===== config.mk =====
export PLATFORM = sky130hd
export DESIGN_NAME = ysyx_23060136_idu_issue_ctrl
export DESIGN_NICKNAME = d
export VERILOG_FILES = /design/src/rtl/ysyx_23060136_idu_issue_ctrl_pkg.sv /design/src/rtl/ysyx_23060136_idu_issue_ctrl_scoreboard.sv /design/src/rtl/ysyx_23060136_idu_issue_ctrl.sv
export SDC_FILE = /design/constraint.sdc
export NUM_CORES = 1
export LEC_CHECK = 0
export BUFFER_PORTS_ARGS = -buffer_cell sky130_fd_sc_hd__buf_2
export CELL_PAD_IN_SITES_DETAIL_PLACEMENT = 1
export CELL_PAD_IN_SITES_GLOBAL_PLACEMENT = 1
export CORE_ASPECT_RATIO = 1.1
export CORE_MARGIN = 4
export CORE_UTILIZATION = 45
export CTS_BUF_LIST = sky130_fd_sc_hd__clkbuf_8
export DETAILED_ROUTE_END_ITERATION = 16
export GPL_TIMING_DRIVEN = 0
export PLACE_DENSITY_LB_ADDON = 0.12
export SETUP_SLACK_MARGIN = 0.4
export SYNTH_ARGS = -nofsm -noshare
export SYNTH_HDL_FRONTEND = slang
export SYNTH_SLANG_ARGS = --single-unit

===== constraint.sdc =====
create_clock -name clk -period 8.73 [get_ports clk]
set_clock_uncertainty 0.05 [all_clocks]
set_input_delay 1.3095 -clock clk [delete_from_list [all_inputs] [get_ports clk]]
set_output_delay 1.3095 -clock clk [all_outputs]
set_load 0.03 [all_outputs]

===== src/rtl/ysyx_23060136_idu_issue_ctrl_pkg.sv =====
// Shared types and widths for the IDU issue controller slice.
package ysyx_23060136_idu_issue_ctrl_pkg;

    localparam int BITS_W         = 32;
    localparam int INST_W         = 32;
    localparam int GPR_W          = 5;
    localparam int NUM_GPR        = 32;
    localparam int PEND_W_DEF     = 2;
    localparam int CSR_PEND_W_DEF = 2;

    typedef enum logic [1:0] {
        EMPTY  = 2'd0,
        FULL   = 2'd1,
        HALTED = 2'd2
    } issue_state_e;

endpackage


===== src/rtl/ysyx_23060136_idu_issue_ctrl_scoreboard.sv =====
// GPR/CSR pending-writer scoreboard: one saturating-guarded counter per GPR plus one for CSRs.
module ysyx_23060136_IDU_SCOREBOARD
    import ysyx_23060136_idu_issue_ctrl_pkg::*;
#(
    parameter int PEND_W     = PEND_W_DEF,
    parameter int CSR_PEND_W = CSR_PEND_W_DEF
) (
    input  logic             clk,
    input  logic             rst,
    input  logic             i_inc_en,
    input  logic [GPR_W-1:0] i_inc_rd,
    input  logic             i_dec_en,
    input  logic [GPR_W-1:0] i_dec_rd,
    input  logic             i_csr_inc,
    input  logic             i_csr_dec,
    input  logic [GPR_W-1:0] i_rs1,
    input  logic [GPR_W-1:0] i_rs2,
    input  logic [GPR_W-1:0] i_rd,
    output logic             o_rs1_busy,
    output logic             o_rs2_busy,
    output logic             o_rd_sat,
    output logic             o_csr_busy,
    output logic             o_csr_sat
);

    logic [PEND_W-1:0]     r_pend [NUM_GPR];
    logic [CSR_PEND_W-1:0] r_csr_pend;
    logic [NUM_GPR-1:0]    w_inc_vec;
    logic [NUM_GPR-1:0]    w_dec_vec;
    logic                  w_gpr_underflow;
    logic                  w_csr_underflow;

    // One-hot per-register increment/decrement requests; x0 never gets a request.
    always_comb begin
        w_inc_vec = '0;
        w_dec_vec = '0;
        if (i_inc_en && (i_inc_rd != '0)) w_inc_vec[i_inc_rd] = 1'b1;
        if (i_dec_en && (i_dec_rd != '0)) w_dec_vec[i_dec_rd] = 1'b1;
    end

    // GPR counters: simultaneous inc and dec cancel; a decrement at zero holds zero.
    always_ff @(posedge clk or posedge rst) begin
        if (rst) begin
            for (int i = 0; i < NUM_GPR; i++) r_pend[i] <= '0;
        end else begin
            for (int i = 1; i < NUM_GPR; i++) begin
                if (w_inc_vec[i] && !w_dec_vec[i] && (r_pend[i] != '1))
                    r_pend[i] <= r_pend[i] + PEND_W'(1);
                else if (w_dec_vec[i] && !w_inc_vec[i] && (r_pend[i] != '0))
                    r_pend[i] <= r_pend[i] - PEND_W'(1);
            end
        end
    end

    // CSR counter: a retiring CSR instruction may pulse both write ports but counts once.
    always_ff @(posedge clk or posedge rst) begin
        if (rst) begin
            r_csr_pend <= '0;
        end else if (i_csr_inc && !i_csr_dec && (r_csr_pend != '1)) begin
            r_csr_pend <= r_csr_pend + CSR_PEND_W'(1);
        end else if (i_csr_dec && !i_csr_inc && (r_csr_pend != '0)) begin
            r_csr_pend <= r_csr_pend - CSR_PEND_W'(1);
        end
    end

    assign o_rs1_busy = (i_rs1 != '0) && (r_pend[i_rs1] != '0);
    assign o_rs2_busy = (i_rs2 != '0) && (r_pend[i_rs2] != '0);
    assign o_rd_sat   = (i_rd != '0) && (r_pend[i_rd] == '1);
    assign o_csr_busy = (r_csr_pend != '0);
    assign o_csr_sat  = (r_csr_pend == '1);

    // A retire for a register with no pending writer means the WB side lost track.
    assign w_gpr_underflow = (w_dec_vec != '0) && !(w_inc_vec == w_dec_vec) && (r_pend[i_dec_rd] == '0);
    assign w_csr_underflow = i_csr_dec && !i_csr_inc && (r_csr_pend == '0);

    a_gpr_underflow: assert property (@(posedge clk) disable iff (rst) !w_gpr_underflow);
    a_csr_underflow: assert property (@(posedge clk) disable iff (rst) !w_csr_underflow);

endmodule


===== src/rtl/ysyx_23060136_idu_issue_ctrl.sv =====
// Decode-stage issue controller: owns the IFU->IDU slot and stalls issue on RAW hazards.
module ysyx_23060136_idu_issue_ctrl
    import ysyx_23060136_idu_issue_ctrl_pkg::*;
#(
    parameter int PEND_W     = PEND_W_DEF,
    parameter int CSR_PEND_W = CSR_PEND_W_DEF
) (
    input  logic              clk,
    input  logic              rst,
    input  logic              IFU_o_valid,
    input  logic [BITS_W-1:0] IFU_o_pc,
    input  logic [INST_W-1:0] IFU_o_inst,
    input  logic              IFU_o_commit,
    output logic              IDU_o_ready,
    output logic [BITS_W-1:0] IDU_i_pc,
    output logic [INST_W-1:0] IDU_i_inst,
    output logic              IDU_i_commit,
    input  logic [GPR_W-1:0]  dec_rs1,
    input  logic [GPR_W-1:0]  dec_rs2,
    input  logic [GPR_W-1:0]  dec_rd,
    input  logic              dec_write_gpr,
    input  logic              dec_write_csr,
    input  logic              dec_read_csr,
    input  logic              dec_halt,
    output logic              IDU_o_valid,
    input  logic              EXU_i_ready,
    output logic              IDU_o_issue,
    input  logic              flush,
    input  logic              WB_o_RegWr,
    input  logic [GPR_W-1:0]  WB_o_rd,
    input  logic              WB_o_CSRWr_1,
    input  logic              WB_o_CSRWr_2,
    output logic [31:0]       IDU_o_stall_cnt
);

    issue_state_e      r_state;
    logic [BITS_W-1:0] r_pc;
    logic [INST_W-1:0] r_inst;
    logic              r_commit;
    logic [31:0]       r_stall_cnt;

    logic w_rs1_busy, w_rs2_busy, w_rd_sat, w_csr_busy, w_csr_sat;
    logic w_hazard, w_valid, w_issue, w_load;

    ysyx_23060136_IDU_SCOREBOARD #(
        .PEND_W     (PEND_W),
        .CSR_PEND_W (CSR_PEND_W)
    ) u_scoreboard (
        .clk        (clk),
        .rst        (rst),
        .i_inc_en   (w_issue && dec_write_gpr),
        .i_inc_rd   (dec_rd),
        .i_dec_en   (WB_o_RegWr),
        .i_dec_rd   (WB_o_rd),
        .i_csr_inc  (w_issue && dec_write_csr),
        .i_csr_dec  (WB_o_CSRWr_1 || WB_o_CSRWr_2),
        .i_rs1      (dec_rs1),
        .i_rs2      (dec_rs2),
        .i_rd       (dec_rd),
        .o_rs1_busy (w_rs1_busy),
        .o_rs2_busy (w_rs2_busy),
        .o_rd_sat   (w_rd_sat),
        .o_csr_busy (w_csr_busy),
        .o_csr_sat  (w_csr_sat)
    );

    assign w_hazard = w_rs1_busy || w_rs2_busy
                   || (dec_read_csr && w_csr_busy)
                   || (dec_write_gpr && w_rd_sat)
                   || (dec_write_csr && w_csr_sat);
    assign w_valid  = (r_state == FULL) && !w_hazard;
    assign w_issue  = w_valid && EXU_i_ready && !flush;
    assign w_load   = IFU_o_valid && !flush
                   && ((r_state == EMPTY) || (w_issue && !dec_halt));

    assign IDU_o_valid     = w_valid;
    assign IDU_o_issue     = w_issue;
    assign IDU_o_ready     = (r_state == EMPTY) || w_issue;
    assign IDU_i_pc        = r_pc;
    assign IDU_i_inst      = r_inst;
    assign IDU_i_commit    = r_commit;
    assign IDU_o_stall_cnt = r_stall_cnt;

    // Slot FSM: fill from IFU, drain on issue (reloading back-to-back), park forever after halt.
    always_ff @(posedge clk or posedge rst) begin
        if (rst) begin
            r_state  <= EMPTY;
            r_pc     <= '0;
            r_inst   <= '0;
            r_commit <= 1'b0;
        end else begin
            case (r_state)
                EMPTY: begin
                    if (w_load) begin
                        r_state  <= FULL;
                        r_pc     <= IFU_o_pc;
                        r_inst   <= IFU_o_inst;
                        r_commit <= IFU_o_commit;
                    end
                end
                FULL: begin
                    if (flush) begin
                        r_state  <= EMPTY;
                        r_pc     <= '0;
                        r_inst   <= '0;
                        r_commit <= 1'b0;
                    end else if (w_issue) begin
                        if (dec_halt) begin
                            r_state <= HALTED;
                        end else if (w_load) begin
                            r_pc     <= IFU_o_pc;
                            r_inst   <= IFU_o_inst;
                            r_commit <= IFU_o_commit;
                        end else begin
                            r_state <= EMPTY;
                        end
                    end
                end
                HALTED:  r_state <= HALTED;
                default: r_state <= EMPTY;
            endcase
        end
    end

    // Count cycles an instruction sits in the slot without leaving; saturates at all-ones.
    always_ff @(posedge clk or posedge rst) begin
        if (rst) begin
            r_stall_cnt <= '0;
        end else if ((r_state == FULL) && !w_issue && (r_stall_cnt != '1)) begin
            r_stall_cnt <= r_stall_cnt + 32'd1;
        end
    end

endmodule


# ---- After elaboration in Yosys (flattened, before gate mapping)
# Index checks and enable logic that the tools add are counted.
dict set report word_totals {
  ff_bits 163
  input_bits 97
  output_inout_bits 100
  elab_cells 550
}
dict set report classes {
  n_addsub 65
  magnitude_cmp 7
  n_eq_ne 41
  muxes 100
  n_bitwise 3
  reduce_logical 297
}
# cell count
set ops {}
lappend ops {{two-way mux 32 bit} 10}
lappend ops {{two-way mux 2 bit} 75}
lappend ops {{logical AND 1 bit} 148}
lappend ops {{nonzero test 2 bit} 67}
lappend ops {{one-hot mux 32 bit (2 select lines)} 2}
lappend ops {{logical NOT 1 bit} 68}
lappend ops {{inequality test 2 bit (second input constant)} 33}
lappend ops {{adder 2 x 1 -> 2 bit (second input constant)} 32}
lappend ops {{subtractor 2 x 1 -> 2 bit (second input constant)} 32}
lappend ops {{adder 32 x 1 -> 32 bit (second input constant)} 1}
lappend ops {{inequality test 32 bit (second input constant)} 1}
lappend ops {{binary-select mux 2 bit (select 5 bit)} 3}
lappend ops {{nonzero test 5 bit} 4}
lappend ops {{>= comparator 6 bit (second input constant)} 3}
lappend ops {{NOT 5 -> 6 bit} 3}
lappend ops {{< comparator 5 x 6 -> 1 bit (second input constant)} 2}
lappend ops {{demux 1 bit (select 5 bit)} 2}
lappend ops {{>= comparator 5 x 1 -> 1 bit (second input constant)} 2}
lappend ops {{logical OR 1 bit} 7}
lappend ops {{== test 2 bit (second input constant)} 3}
lappend ops {{two-way mux 1 bit} 6}
lappend ops {{inequality test 3 bit (second input constant)} 2}
lappend ops {{one-hot mux 2 bit (3 select lines)} 1}
lappend ops {{AND reduction 3 bit} 2}
lappend ops {{4 further kinds} 4}

# ---- Depth between registers and ports, before layout
# Gate-level depths: netlist (run 1).
dict set report depth {
  word_depth 22
  mapped_depth 13
  ltp_nobuf 9
}

# ---- By module
# Synthesis (run 1) repeated with hierarchy kept, for this count alone.
dict set report hier_totals {
  hier_cells 1084
  hier_area_um2 9276.4
}
# mod instances cells_per_inst area_per_inst_um2 seq_area_each_um2
set modules_own_cells {}
lappend modules_own_cells {ysyx_23060136_IDU_SCOREBOARD 1 626 4887.2 1601.5}
lappend modules_own_cells {ysyx_23060136_idu_issue_ctrl 1 458 4389.2 2477.4}

# ---- Least setup slack after synthesis (run 1)
# No wires, ideal clock.
dict set report synth_timing {
  path_kind {input to output}
  startpoint {input port dec_rs1[2]}
  endpoint {output port IDU_o_ready}
  arrival_time_ns 3.526
  required_time_ns 7.371
  path_slack_ns 3.845
  stages 10
  path_buffers 3
  cell_sequence {buf_2 -> inv_1 -> mux4_2 -> mux2_2 -> o21ai_0 -> nor4b_4 -> nand3_2 -> buf_4 -> buf_2 -> o21ai_0}
}
dict set report synth_between {
  elab_chain_cells 15
  elab_cells_between_ends 16
  classes_between {3 x mux; 1 x bitwise; 12 x reduce/logical}
}
# element line_no
set synth_lines {}
lappend synth_lines {{start, declared} ysyx_23060136_idu_issue_ctrl.sv:18} ;# input logic [GPR_W-1:0] dec_rs1,
lappend synth_lines {{NOT 5 -> 6 bit (implied by the code)} ysyx_23060136_idu_issue_ctrl_scoreboard.sv:66} ;# assign o_rs1_busy = (i_rs1 != '0) && (r_pend[i_rs1] != '0);
lappend synth_lines {{binary-select mux 2 bit (select 5 bit)} ysyx_23060136_idu_issue_ctrl_scoreboard.sv:66}
lappend synth_lines {{two-way mux 2 bit (implied by the code) (2 in a row)} ysyx_23060136_idu_issue_ctrl_scoreboard.sv:66}
lappend synth_lines {{nonzero test 2 bit} ysyx_23060136_idu_issue_ctrl_scoreboard.sv:66}
lappend synth_lines {{logical AND 1 bit *} ysyx_23060136_idu_issue_ctrl_scoreboard.sv:66}
lappend synth_lines {{logical OR 1 bit *} ysyx_23060136_idu_issue_ctrl.sv:67} ;# assign w_hazard = w_rs1_busy || w_rs2_busy
lappend synth_lines {{logical OR 1 bit *} ysyx_23060136_idu_issue_ctrl.sv:68} ;# || (dec_read_csr && w_csr_busy)
lappend synth_lines {{logical OR 1 bit *} ysyx_23060136_idu_issue_ctrl.sv:69} ;# || (dec_write_gpr && w_rd_sat)
lappend synth_lines {{logical OR 1 bit *} ysyx_23060136_idu_issue_ctrl.sv:70} ;# || (dec_write_csr && w_csr_sat);
lappend synth_lines {{logical NOT 1 bit *} ysyx_23060136_idu_issue_ctrl.sv:71} ;# assign w_valid = (r_state == FULL) && !w_hazard;
lappend synth_lines {{logical AND 1 bit *} ysyx_23060136_idu_issue_ctrl.sv:71}
lappend synth_lines {{logical AND 1 bit * (2 in a row)} ysyx_23060136_idu_issue_ctrl.sv:72} ;# assign w_issue = w_valid && EXU_i_ready && !flush;
lappend synth_lines {{logical OR 1 bit *} ysyx_23060136_idu_issue_ctrl.sv:78} ;# assign IDU_o_ready = (r_state == EMPTY) || w_issue;
lappend synth_lines {{end, declared} ysyx_23060136_idu_issue_ctrl.sv:14} ;# output logic IDU_o_ready,
# Every way passes the cells marked *; elsewhere a longest branch is shown, timed or not. The select of a mux whose other input is x is not followed.

# ---- Final worst setup path (run 1)
dict set report layout_timing {
  startpoint {input port dec_write_csr}
  endpoint {output port IDU_o_issue}
}
dict set report layout_between {
  elab_chain_cells 6
}
# element line_no
set layout_lines {}
lappend layout_lines {{start, declared} ysyx_23060136_idu_issue_ctrl.sv:22} ;# input logic dec_write_csr,
lappend layout_lines {{logical AND 1 bit} ysyx_23060136_idu_issue_ctrl.sv:70}
lappend layout_lines {{logical OR 1 bit} ysyx_23060136_idu_issue_ctrl.sv:70}
lappend layout_lines {{logical NOT 1 bit} ysyx_23060136_idu_issue_ctrl.sv:71}
lappend layout_lines {{logical AND 1 bit} ysyx_23060136_idu_issue_ctrl.sv:71}
lappend layout_lines {{logical AND 1 bit (2 in a row)} ysyx_23060136_idu_issue_ctrl.sv:72}
lappend layout_lines {{end, declared} ysyx_23060136_idu_issue_ctrl.sv:27} ;# output logic IDU_o_issue,
# No other way between the ends.

==> results of run 1 <==
-- final cells by class --
cell class	count	area (µm²)
clock buffer	17	234.0
antenna	2	5.005
buffer	57	281.5
timing repair buffer	192	983.4
tap	295	369.1
sequential	163	4079
clock inverter	15	146.4
multi-input combinational	792	5394
inverter	102	390.4
fill	2707	10230
-- cells by family (layout without fill, tap and decap cells) --
| logic type | count (synthesis) | count (layout) |
|---|---|---|
| and+or+nand+nor | 401 | 401 |
| AOI/OAI and AO/OA | 217 | 217 |
| DFF | 163 | 163 |
| buffers and inverters | 159 | 383 |
| muxes | 135 | 135 |
| xor gates and xnor gates | 38 | 38 |
| adders and majority gates | 1 | 1 |
| other | 0 | 2 |
-- cell usage in the layout (no fill, tap or decap), types with 5 or more instances in the layout --
cell type | synthesis | routed
clkbuf_1 | 28 | 28
nand3_1 | 23 | 23
inv_8 | 0 | 5
o211ai_1 | 7 | 7
nor2_1 | 64 | 64
buf_2 | 15 | 206
inv_6 | 0 | 5
nor4_1 | 18 | 18
mux4_2 | 11 | 11
nand2_1 | 126 | 126
xor2_1 | 10 | 10
o21ai_1 | 7 | 7
or4_1 | 8 | 8
xnor2_1 | 28 | 28
and3_1 | 12 | 12
clkbuf_8 | 0 | 17
dfrtp_1 | 163 | 163
nand3b_1 | 8 | 8
and2_1 | 6 | 6
a211o_1 | 5 | 5
o21ai_0 | 59 | 59
inv_1 | 99 | 99
nand4_1 | 9 | 9
nor3_2 | 9 | 9
nor2b_1 | 24 | 24
a31oi_1 | 17 | 17
a21oi_1 | 53 | 53
o22ai_1 | 10 | 10
or3_1 | 6 | 6
mux2i_1 | 119 | 119
nor4_4 | 5 | 5
nor3b_1 | 6 | 6
nor3_1 | 44 | 44
buf_4 | 9 | 9
nand2b_1 | 8 | 8
-- metal layers --
metal / part of all wire (%) / vias to the layer above / global-route usage (%)
met4: 2.9 / 2 / 8.904
met5: 0.021 / - / 0
met3: 7.2 / 71 / 5.349
li1: - / 4377 / -
met2: 48 / 344 / 44.83
met1: 42 / 4779 / 36.48
-- worst max-delay path by stage --
stage	end	slack, ns
floorplan	IDU_i_commit$_DFFE_PP0P_	2.97
global placement	IDU_o_stall_cnt[4]$_DFFE_PP0P_	0.80
detailed placement	IDU_o_issue	2.91
CTS	IDU_o_issue	2.90
global route	IDU_o_issue	2.74
finish	IDU_o_issue	2.81
-- sequential cells by signal, summed over array words and instances (netlist names) --
signal and count:
IDU_i_commit 1, IDU_i_pc 32, u_scoreboard.r_csr_pend 2, IDU_o_stall_cnt 32, r_state 2, u_scoreboard.r_pend 62
IDU_i_inst 32
-- metrics by stage --
step / util [%] / power [W] / instances
CTS: 53.72 / 0.002126 / 1633
finish: 53.75 / 0.002111 / 1635
detailed placement: 52.00 / 0.001568 / 1601
global placement: 51.84 / 0.001544 / 1600
global route: 53.74 / 0.002223 / 1634
floorplan: - / 0.001352 / 1114
-- worst max-delay path: stages --
cell and delay [ns]:
buf_2 0.11, a21o_1 0.17, a221oi_1 0.65, o311ai_1 0.28, nor4_2 0.37, nor4b_4 0.53
nand3_2 0.21, buf_4 0.25, inv_1 0.14, buf_2 0.27, buf_2 0.25
-- power groups by stage --
stage | logic (W) | clock network [W] | registers, W
finish | 0.000603 | 0.000560 | 0.000948
global route | 0.000659 | 0.000601 | 0.000963
CTS | 0.000609 | 0.000571 | 0.000946
detailed placement | 0.000609 | 0 | 0.000959
global placement | 0.000589 | 0 | 0.000955
floorplan | 0.000260 | 0 | 0.00109
==> metrics.md, run 1 <==
| Metric | Value |
|---|---|
| Outcome | completed |
| Boundary pin count | approximately 200 |
| Maxcap violations | 0 |
| Critical path arrival | 4.56 ns |
| Vias in the first global route | between 9000 and 10000 |
| Largest net degree at the start of global routing | 90 |
| CTS Buf Count | 17 |
| Pint | 0.001265 W |
| Startpoint Class | primary input |
| WHS Endpoint | IDU_o_stall_cnt[25]$_DFFE_PP0P_ |
| Clock root cell | clkbuf_8 |
| Clk pwr share | 26.5% |
| CTS tree | done |
| Crit path max fanout | 10 |
| Drt drc | 0 |
| Fin. Hold Viols | 0 |
| Vias | 9573 |
| Std-Cell Rows | between 50 and 60 |
| Setup WS pre-CTS | around 2.9 ns |
| Synth Area in Adders | less than 1% |
| Relative slew slack | 25.32% |
| RSZ-0062 raised after global routing | no |
| Worst hold path cell count | 1 |
| Wire length of the first global-routing pass | 53650 µm |
| Cts repair resizes | 0 |
| PwrDens | 177.7 nW/µm² |
| Setup violators final | 0 |
| Switching power share of the total | ~40% |
| Worst flop-to-flop path startpoint | r_state[1]$_DFFE_PP0P_ |
| Crit path time final | between 5 and 6 ns |
| Syn Inst Count | approximately 1100 |
| Sequential-to-total area share from yosys stat | between 40 and 50% |
| Worst-path clk slew | 0.10 ns |
| GRT overflow | 0 |
| Initial core utilization | 45.85% |
| Area leader, netlist | dfrtp_1 |
| Min-delay src | IDU_o_stall_cnt[25]$_DFFE_PP0P_ |
| Leakage power | 5.548 nW |
| Reg2Reg Setup Slack | roughly 4.6 ns |
| Distinct cells, synth | 79 |
| Syn Nets | 1212 |
| Iter 0 DRT Violations | between 600 and 700 |
| Critical Path End Type | output pin |
| CP Class | in -> out |
| Peak supply drop | 0.1370 mV |
| Initial antenna violation count | 2 |
| Die Y | 165.4 µm |
| Placer Congestion | 0.9405 |
| Mux contribution to synthesized area | 14.75% |
| Cell area after layout | 11880 µm² |
| Nets | 1423 |
| Port Buf Inserts | around 190 |
| Final hold slack | 0.4448 ns |
| Sw Pwr | 0.0008462 W |
| Total track usage | 27.33% |
| Share of cells above drive strength 1 | 21.97% |
| Buffer depth of the longest clock path | 2 |
| DR WL/cell | 20.75 µm |
| Area growth from synthesis to layout | 17.22% |
| Hold WC Path Type | reg -> reg |
| Xor/xnor cell area share of the yosys netlist | approximately 3.3% |
| Combinational Power Share | 28.6% |
| Wirelength, routed | 33930 µm |
| Post-DP Area | 11500 µm² |
| Avg Cell Area, Syn | 9.100 µm² |
| Synth top area share | 40.24% |
| FFs w/ async S/R, synth | 100.0% |
| Insertion delay to the later sink of the worst-skew pair | 0.47 ns |
| Post-synth EDFFs | 0 |
| Post-synth top flop | dfrtp_1 |
| Largest family of logic cells by synthesized area | simple AND/OR/NAND/NOR gates |
| Post-DR vias/cell | 5.855 |
| Pre-antenna DRT Iters | 7 |
| Synthesized cell area | 10140 µm² |
| DP HPWL | 25540 µm |
| Sink Count | 163 |
| H-tree depth | 4 |
| Simple-gate share of the synthesized area | a little over a fifth |
| FF-to-FF path depth | 11 |
| Pins over their slew limit | 0 |
| Worst-Margin Slew | roughly 1.1 ns |
| Die W | 151.1 µm |
| Worst Setup Slack, final | 2.809 ns |
| Routed Antenna Nets | 0 |
| Synth warn | 2 |
| FF-to-FF End | u_scoreboard.r_pend[14]$_DFFE_PP0P_ |
| Core Box Area | 22110 µm² |
| Post-route clock period utilization | between 60% and 70% |
| Compound-Gate Fraction of Synth Area | 13.74% |
| Synth top area cells | dfrtp_1, mux2i_1, nand2_1 |
| CP required | 7.37 ns |
| Top-count cell post-synth | dfrtp_1 |
| Post-CTS setup buffer count | 0 |
| Synthesized flop and latch total | 163 |
| Hold-fix buffers, CTS | 0 |
| Synth top cells by count | dfrtp_1, nand2_1, mux2i_1, inv_1, nor2_1 |
| Fmax | 168.9 MHz |
| Die area | 25000 µm² |
| Post-route setup TNS | 0 ns |
| Power share of the sequential group | 44.9% |
| Critical path startpoint | dec_write_csr |
No activity file was read; power rests on OpenSTA's default activity.
==> inputs of run 2 (changes only) <==
--- a/config.mk
+++ b/config.mk
@@ -10,7 +10,7 @@
 export CELL_PAD_IN_SITES_GLOBAL_PLACEMENT = 1
 export CORE_ASPECT_RATIO = 1.1
 export CORE_MARGIN = 4
-export CORE_UTILIZATION = 45
+export CORE_UTILIZATION = 44
 export CTS_BUF_LIST = sky130_fd_sc_hd__clkbuf_8
 export DETAILED_ROUTE_END_ITERATION = 16
 export GPL_TIMING_DRIVEN = 0
==> constraint.sdc (replaced) <==
create_clock -name clk -period 5.8 [get_ports clk]
set_clock_uncertainty 0.05 [all_clocks]
set_input_delay 0.87 -clock clk [delete_from_list [all_inputs] [get_ports clk]]
set_output_delay 0.87 -clock clk [all_outputs]
set_load 0.03 [all_outputs]
==> run 2 against run 1 <==
Against the previous run:
- worst setup slack got worse by 2.1 ns
- register-to-register slack got worse by 3.0 ns
- hold slack got worse by 0.063 ns
- critical path depth unchanged
- global-route usage decreased by 0.92 points
- sequential share of layout area about the same
- die area increased by 2.2%
- largest power group unchanged
==> metrics.md, run 2 (synthesis gave the netlist of run 1 again) <==
| Metric | Value |
|---|---|
| Most frequent cells in the layout | buf_2, dfrtp_1, nand2_1 |
| Setup violators final | 0 |
| WL met2 | between 15000 and 20000 µm |
| Vias | 9534 |
| Hold WC Path Type | in -> async |
| Top sig layer | met5 |
| Buffer depth of the longest clock path | 2 |
| Number of flip-flops in the largest register | 62 |
| Largest net degree at the start of global routing | 97 |
| RSZ-0062 raised after global routing | no |
| Critical Path End Type | output pin |
| Fin. Hold Viols | 0 |
| Die W | 152.7 µm |
| Wirelength, routed | approximately 34000 µm |
| Combinational Power Share | 28.7% |
| Clock root cell | clkbuf_8 |
| Iter 0 DRT Violations | 549 |
| Post-route clock period utilization | 87.60% |
| Die Y | around 170 µm |
| Std-Cell Rows | 57 |
| FF-to-FF path depth | 11 |
| Maxcap violations | 0 |
| CP Class | in -> out |
| DP HPWL | between 20000 and 30000 µm |
| Post-DR vias/cell | 5.835 |
| DR WL/cell | 20.93 µm |
| Pint | ~0.0019 W |
| Port Buf Inserts | 191 |
| Fmax | 196.8 MHz |
| Drt drc | 0 |
| PwrDens | 267.2 nW/µm² |
| Final cell count without fillers | 1634 |
| Routed met1 length | 14330 µm |
| Clk pwr share | 26.5% |
| Post-DP Area | 11500 µm² |
| Worst-Margin Slew | 1.068 ns |
| Wire length of the first global-routing pass | 54420 µm |
| WL met3 | 2457 µm |
| Area growth from synthesis to layout | 17.33% |
| Power share of the sequential group | 44.8% |
| Initial core utilization | a little under half |
| Cell area after layout | 11890 µm² |
| Routed Antenna Nets | 0 |
| Leakage power | 5.551 nW |
| Core Box Area | 22390 µm² |
| Sw Pwr | 0.001265 W |
| Post-CTS setup buffer count | 0 |
| H-tree depth | 4 |
| Final hold slack | between 0.3 and 0.4 ns |
| Boundary pin count | just under 200 |
| Crit path max fanout | 10 |
| Pre-antenna DRT Iters | 8 |
| Cts repair resizes | 0 |
| Sink Count | 163 |
| CTS tree | done |
| Worst-path clk slew | 0.10 ns |
| Design Power | 0.003179 W |
| Total track usage | 26.41% |
| Relative slew slack | 28.63% |
| Vias in the first global route | slightly below 10000 |
| Startpoint Class | primary input |
| Crit path time final | 5.081 ns |
| CP required | a little under 5 ns |
| Switching power share of the total | between 30% and 40% |
| Share of cells above drive strength 1 | 21.97% |
| Nets | around 1400 |
| CTS Buf Count | 17 |
| Insertion delay to the later sink of the worst-skew pair | 0.47 ns |
| Critical path arrival | ~4.2 ns |
| Peak supply drop | 0.2139 mV |
| Hold-fix buffers, CTS | 0 |
| Initial antenna violation count | 3 |
| Die area | 25530 µm² |
| Reg with most FFs | u_scoreboard.r_pend |
| GRT overflow | 0 |
| Most common cell after layout, fill and taps aside | buf_2 |
| Post-placement cell count | roughly 1600 |
| Pins over their slew limit | 0 |
| Placer Congestion | 0.9701 |
| Outcome | completed |
==> run 2: cell types whose count changed in the layout (fill, tap and decap cells not counted), sizes merged <==
cell,before,now
inv,112,108
clkinv,4,7
clkbuf,45,46
diode,2,1
==> run 2: worst paths after layout <==
path	start	endpoint	slack, ns
hold / removal	rst	IDU_i_pc[2]$_DFFE_PP0P_	0.38
hold reg to reg	IDU_o_stall_cnt[22]$_DFFE_PP0P_	IDU_o_stall_cnt[22]$_DFFE_PP0P_	0.44
setup reg to reg	r_state[1]$_DFFE_PP0P_	u_scoreboard.r_pend[58]$_DFFE_PP0P_	1.61
setup / recovery	dec_write_csr	IDU_o_issue	0.72
max in group asynchronous	rst	u_scoreboard.r_pend[8]$_DFFE_PP0P_	4.45
min in group clk	IDU_o_stall_cnt[22]$_DFFE_PP0P_	IDU_o_stall_cnt[22]$_DFFE_PP0P_	0.44
==> run 2: layout make-up <==
class / instances / area, µm²
antenna: 1 / 2.502
buffer: 57 / 281.5
tap: 295 / 369.1
inverter: 102 / 390.4
sequential: 163 / 4079
timing repair buffer: 192 / 983.4
fill: 2732 / 10500
clock buffer: 18 / 247.7
clock inverter: 14 / 146.4
multi-input combinational: 792 / 5394
==> run 2: metrics by stage <==
stage / TNS [ns] / util, % / worst slack [ns]
after floorplan: 0 / - / 0.4750
after global placement: -294.17 / 51.18 / -1.821
after detailed placement: 0 / 51.34 / 0.8185
after CTS: 0 / 53.10 / 0.7623
after global routing: 0 / 53.11 / 0.5764
final: 0 / 53.11 / 0.7194
==> run 2: critical path, cell delays in order <==
cell and delay [ns]:
buf_2 0.12, a21o_1 0.17, a221oi_1 0.68, o311ai_1 0.26
nor4_2 0.38, nor4b_4 0.57, nand3_2 0.20, buf_4 0.25
inv_1 0.11, buf_2 0.27, buf_2 0.27
==> run 2: power groups by stage <==
stage / clock [W] / sequential (W) / combinational, W
after floorplan: 0 / 0.00164 / 0.000391
after global placement: 0 / 0.00144 / 0.000892
after detailed placement: 0 / 0.00144 / 0.000920
after CTS: 0.000862 / 0.00142 / 0.000922
after global routing: 0.000913 / 0.00145 / 0.000990
final: 0.000843 / 0.00142 / 0.000913
==> run 2: layer usage <==
metal  global-route usage (%)  vias up
met5                        0        -
met4                    8.756        4
met3                    6.324       72
met2                    43.52      344
met1                    34.41     4741
li1                         -     4373
